==> src/rtl/dragon_body_trail.sv <==
// Dragon body history: a shift register of past head tiles, a renderer read port,
// and a per-move collision scan of the active segments against the player tile.
module dragon_body_trail #(
    parameter int MAX_LEN = 15,
    parameter int LOC_W   = 8
) (
    input  logic             frame_clk,
    input  logic             rst,
    input  logic             move_valid,
    output logic             move_ready,
    input  logic [LOC_W-1:0] head_location,
    input  logic [1:0]       head_direction,
    input  logic [3:0]       body_length,
    input  logic [LOC_W-1:0] player_location,
    input  logic             rd_req,
    input  logic [3:0]       rd_index,
    output logic             rd_valid,
    output logic [LOC_W-1:0] rd_location,
    output logic [1:0]       rd_direction,
    output logic             rd_active,
    output logic             player_hit,
    output logic             scan_done
);

    typedef enum logic [1:0] {IDLE, SHIFT, SCAN, DONE} state_t;

    localparam logic [3:0] LAST_IDX = 4'(MAX_LEN - 1);
    localparam logic [3:0] FULL_CNT = 4'(MAX_LEN);

    state_t           state, state_next;
    logic [LOC_W-1:0] seg_loc [MAX_LEN];
    logic [1:0]       seg_dir [MAX_LEN];
    logic [LOC_W-1:0] head_reg, pend_loc;
    logic [1:0]       head_dir_reg, pend_dir;
    logic [3:0]       filled, filled_inc, active, active_post, scan_k;
    logic             hit_latch;

    always_comb begin
        filled_inc  = (filled == FULL_CNT) ? filled : filled + 4'd1;
        active      = (filled < body_length) ? filled : body_length;
        active_post = (filled_inc < body_length) ? filled_inc : body_length;
        move_ready  = (state == IDLE);
        state_next  = state;
        case (state)
            IDLE:  if (move_valid) state_next = SHIFT;
            SHIFT: state_next = (active_post == 4'd0) ? DONE : SCAN;
            SCAN: begin
                if (({1'b0, scan_k} + 5'd1 >= {1'b0, active}) || (scan_k == LAST_IDX))
                    state_next = DONE;
            end
            DONE:  state_next = IDLE;
            default: state_next = IDLE;
        endcase
    end

    always_ff @(posedge frame_clk or negedge rst) begin
        if (!rst) state <= IDLE;
        else      state <= state_next;
    end

    // The accepted move waits in pend_* so SHIFT can push the previous head into seg[0].
    always_ff @(posedge frame_clk or negedge rst) begin
        if (!rst) begin
            for (int i = 0; i < MAX_LEN; i++) begin
                seg_loc[i] <= '0;
                seg_dir[i] <= 2'd0;
            end
            head_reg     <= '0;
            head_dir_reg <= 2'd0;
            pend_loc     <= '0;
            pend_dir     <= 2'd0;
            filled       <= 4'd0;
            scan_k       <= 4'd0;
            hit_latch    <= 1'b0;
            player_hit   <= 1'b0;
            scan_done    <= 1'b0;
        end else begin
            scan_done <= (state == DONE);
            case (state)
                IDLE: begin
                    if (move_valid) begin
                        pend_loc <= head_location;
                        pend_dir <= head_direction;
                    end
                end
                SHIFT: begin
                    for (int i = MAX_LEN - 1; i > 0; i--) begin
                        seg_loc[i] <= seg_loc[i-1];
                        seg_dir[i] <= seg_dir[i-1];
                    end
                    seg_loc[0]   <= head_reg;
                    seg_dir[0]   <= head_dir_reg;
                    head_reg     <= pend_loc;
                    head_dir_reg <= pend_dir;
                    filled       <= filled_inc;
                    scan_k       <= 4'd0;
                    hit_latch    <= 1'b0;
                end
                SCAN: begin
                    if ((seg_loc[scan_k] == player_location) && (scan_k < active))
                        hit_latch <= 1'b1;
                    scan_k <= scan_k + 4'd1;
                end
                DONE: player_hit <= hit_latch;
                default: ;
            endcase
        end
    end

    // Read port sees the array as it stood at the request edge, whatever the FSM is doing.
    always_ff @(posedge frame_clk or negedge rst) begin
        if (!rst) begin
            rd_valid     <= 1'b0;
            rd_location  <= '0;
            rd_direction <= 2'd0;
            rd_active    <= 1'b0;
        end else begin
            rd_valid <= rd_req;
            if (rd_req) begin
                if (rd_index < FULL_CNT) begin
                    rd_location  <= seg_loc[rd_index];
                    rd_direction <= seg_dir[rd_index];
                    rd_active    <= (rd_index < active);
                end else begin
                    rd_location  <= '0;
                    rd_direction <= 2'd0;
                    rd_active    <= 1'b0;
                end
            end
        end
    end

endmodule

==> config.mk <==
export PLATFORM = sky130hd
export DESIGN_NAME = dragon_body_trail
export DESIGN_NICKNAME = d
export VERILOG_FILES = /design/src/rtl/dragon_body_trail.sv
export SDC_FILE = /design/constraint.sdc
export NUM_CORES = 1
export LEC_CHECK = 0
export CORE_MARGIN = 2
export CORE_UTILIZATION = 40
export DETAILED_ROUTE_END_ITERATION = 8
export GPL_ROUTABILITY_DRIVEN = 0
export PLACE_DENSITY = 0.6
export REMOVE_ABC_BUFFERS = 1
export SLEW_MARGIN = 5
export SYNTH_ARGS = -nofsm -noshare
export SYNTH_HDL_FRONTEND = slang
export SYNTH_SLANG_ARGS = --single-unit
export TNS_END_PERCENT = 30
==> constraint.sdc <==
create_clock -name frame_clk -period 6.1 [get_ports frame_clk]
set_input_delay 0.61 -clock frame_clk [delete_from_list [all_inputs] [get_ports frame_clk]]
set_output_delay 0.61 -clock frame_clk [all_outputs]
set_load 0.02 [all_outputs]
==> flow_metrics.env <==
export IMPL_min_period_ns=3.741
export IMPL_post_place_ws_ns=1.937
export IMPL_arrival_ns=4.06
export IMPL_avgRoutedWirePerCell_um=19.99
export IMPL_period_share_pct=61.33
export IMPL_synth_distinct_cells=57
export IMPL_skew_ns=0.01084
export IMPL_power_leakage_nw=4.909
export IMPL_drt_pass1_iterations=4
export IMPL_synth_cell_area_um2=10270
export IMPL_clock_latency_ns=0.44
export IMPL_die_width_um=164.2
export IMPL_synth_top_flop_cell="dfrtp_1"
export IMPL_regMostFlops="seg_loc"
export IMPL_end_kind="register"
export IMPL_grt_usage_pct=17.72
export IMPL_p_int_mw=3.925
export IMPL_cp_start_kind="input pin"
export IMPL_pin_count=45
export IMPL_synth_top_cell_by_area="dfrtp_1"
export IMPL_max_freq_mhz=267.3
export IMPL_tns_ns=0
export IMPL_die_y_um=164.2
export IMPL_clk_path_buf_depth=2
export IMPL_largest_register_ffs=120
export IMPL_dp_hpwl_um=14050
export IMPL_totalWireLength_um=22320
export IMPL_yosys_top_cells_area="dfrtp_1, mux2_2, mux4_2"
export IMPL_multi_input_area_um2=5009
export IMPL_ys_seq_area_share_pct=47.53
export IMPL_async_flop_share_pct=100.0
export IMPL_register_area_um2=4881
export IMPL_p_per_area_nw_per_um2=525.8
export IMPL_crit_path_end="state[1]"
export IMPL_cts_setup_buffers=0
export IMPL_area_growth_pct=12.77
export IMPL_drtAntennaViolNets=0
export IMPL_antenna_cells=0
export IMPL_setup_viol=0
export IMPL_worstSetupPathType="input pin to register"
export IMPL_cts_hold_buf=0
export IMPL_syn_inst=746
export IMPL_netSwitchingPower_mw=2.162
export IMPL_synth_top_area_share_pct=47.53
export IMPL_die_area_um2=26960
export IMPL_p_comb_share_pct=42.2
export IMPL_status="finished clean"
export IMPL_hold_path_class="input pin to asynchronous set/reset pin"
export IMPL_postSynthAreaPerCell_um2=13.76
export IMPL_core_um2=25180
export IMPL_synth_edf_count=0
export IMPL_crit_fanout=4
export IMPL_pwr_share_clk_pct=18.4
export IMPL_p_seq_share_pct=39.4
export IMPL_cts_buffers=17
export IMPL_worst_pin_slew_ns=0.9268
export IMPL_drtIter0Drc=278
export IMPL_grt_first_pass_wirelength_um=36740
export IMPL_clk_pin_slew_ns=0.07
export IMPL_grt_max_degree=86
export IMPL_swShare_pct=35.51
export IMPL_final_fill_count=2197
export IMPL_num_vias=6317
export IMPL_drcViolationCount=0
export IMPL_port_buffers=44
export IMPL_regToRegSetupSlack_ns=2.65
export IMPL_cts_root_buf="clkbuf_16"
export IMPL_cts_resized=0
export IMPL_maxSlewViolCount=0
export IMPL_top_regs="seg_loc x120, seg_dir x30"
export IMPL_synth_warnings=0
export IMPL_cts_sink_count=195
export IMPL_peakVddDrop_mv=0.2604
export IMPL_rr_worst_depth=11
export IMPL_rsz0062_at_grt="no"
export IMPL_viasPerCell=5.655
export IMPL_slew_headroom_pct=38.21
export IMPL_hold_viol=0
export IMPL_critPathLaunch="body_length[1]"
export IMPL_cts_tree="yes"
export IMPL_grt_pass1_vias=6737
export IMPL_htreeDepth=4
export IMPL_num_rows=58
export IMPL_start_util_pct=40.77
export IMPL_r2r_start="filled[1]"
export IMPL_synth_seq_cells=195
export IMPL_cp_required_ns=6.42
export IMPL_maxCapViolCount=0
export IMPL_grt_overflow=0
export IMPL_antenna_found_initial=0
export IMPL_timing_rr_end="state[1]"
export IMPL_drive_gt1_share_pct=37.23
export IMPL_setup_ws_ns=2.359
export IMPL_nNetsFinal=826
[layer usage]
| layer | share of wire (%) | GRT usage (%) | vias up | routed length [um] |
|---|---|---|---|---|
| li1 | - | - | 2840 | - |
| met3 | 2.6 | 2.551 | 20 | 580 |
| met1 | 48 | 24.45 | 3352 | 10640 |
| met4 | 1.3 | 4.585 | 0 | 297 |
| met5 | 0 | 0 | - | 0 |
| met2 | 48 | 29.46 | 105 | 10800 |
[synthesized netlist by cell type (2+ instances only)]
cell type,n
a2111oi_0,2
a21oi_1,13
a22oi_1,4
a31o_2,2
a31oi_1,2
buf_2,9
buf_4,2
buf_6,4
clkbuf_1,30
dfrtp_1,195
ha_1,22
inv_1,39
mux2_2,178
mux2i_1,37
mux4_1,3
mux4_2,55
nand2_1,27
nand3_1,10
nand3b_1,4
nand4_1,3
nor2_1,9
nor2b_1,2
nor3_1,5
o2111ai_1,2
o211ai_1,5
o21ai_0,23
o22ai_1,11
o2bb2ai_1,3
or2_2,2
or3_1,2
xnor2_1,12
xor2_1,4
[placed cells by master (no fill, tap or decap), types with 10 or more instances in the layout]
master           Yosys  routed
mux2_2             178     178
inv_1               39      39
clkdlybuf4s50_1      0      41
o21ai_0             23      23
xnor2_1             12      12
mux4_2              55      55
a21oi_1             13      13
ha_1                22      21
nand3_1             10      10
nand2_1             27      27
buf_4                2      12
clkbuf_16            0      17
dfrtp_1            195     194
mux2i_1             37      37
o22ai_1             11      11
[how the worst min path moves through the flow]
stage,to,from,slack [ns]
finish,seg_loc[67],rst,0.23
detailed placement,pend_loc[1],pend_loc[1],0.49
global route,seg_loc[67],rst,0.28
floorplan,filled[0],rst,0.31
global placement,head_reg[3],pend_loc[3],0.48
CTS,seg_loc[37],rst,0.25
[worst max-delay path: stages]
cell and delay [ns]:
clkdlybuf4s50_1 0.48, inv_1 0.09, ha_1 0.31, a2111oi_0 0.57, or2_2 0.27, mux2_2 0.38, ha_1 0.28, nand2_1 0.04
a21oi_1 0.17, o311ai_0 0.15, a31o_2 0.26, o21ai_1 0.09, mux2_2 0.34
[power by group through the flow]
| stage | clock network, mW | logic [mW] | registers, mW |
|---|---|---|---|
| 2_1_floorplan | 0 | 2.07 | 2.32 |
| 3_3_place_gp | 0 | 2.49 | 2.36 |
| 3_5_place_dp | 0 | 2.58 | 2.42 |
| 4_1_cts | 1.15 | 2.60 | 2.40 |
| 5_1_grt | 1.20 | 2.81 | 2.50 |
| 6_report | 1.12 | 2.57 | 2.40 |
[stage by stage]
step                hold slack, ns  std cells  power, mW  cell area (um^2)  utilization [%]
floorplan                   0.3144        699      4.386             10030                -
global placement            0.4827       1085      4.850             10980            43.61
detailed placement          0.4888       1085      5.000             10980            43.61
CTS                         0.2542       1117      6.142             11580            45.98
global route                0.2758       1117      6.513             11580            45.98
finish                      0.2260       1117      6.087             11580            45.98
[logic make-up (layout without fill, tap and decap cells)]
kind of cell	count (synthesis)	count (layout)	synth area share, %
adders and majority gates	22	22	2.681
and+or+nand+nor	71	71	3.425
muxes	273	273	35.97
AOI/OAI and AO/OA	81	81	5.229
xor gates and xnor gates	16	16	1.365
buffers and inverters	88	129	3.802
DFF	195	195	47.53
[area by class of cell]
class | instances | area share (%)
clock buffer | 18 | 3.793
sequential | 195 | 42.16
inverter | 41 | 1.329
timing repair buffer | 56 | 4.528
tap | 330 | 3.566
clock inverter | 14 | 1.362
multi-input combinational | 463 | 43.26
Power figures use the tool's default switching activity.
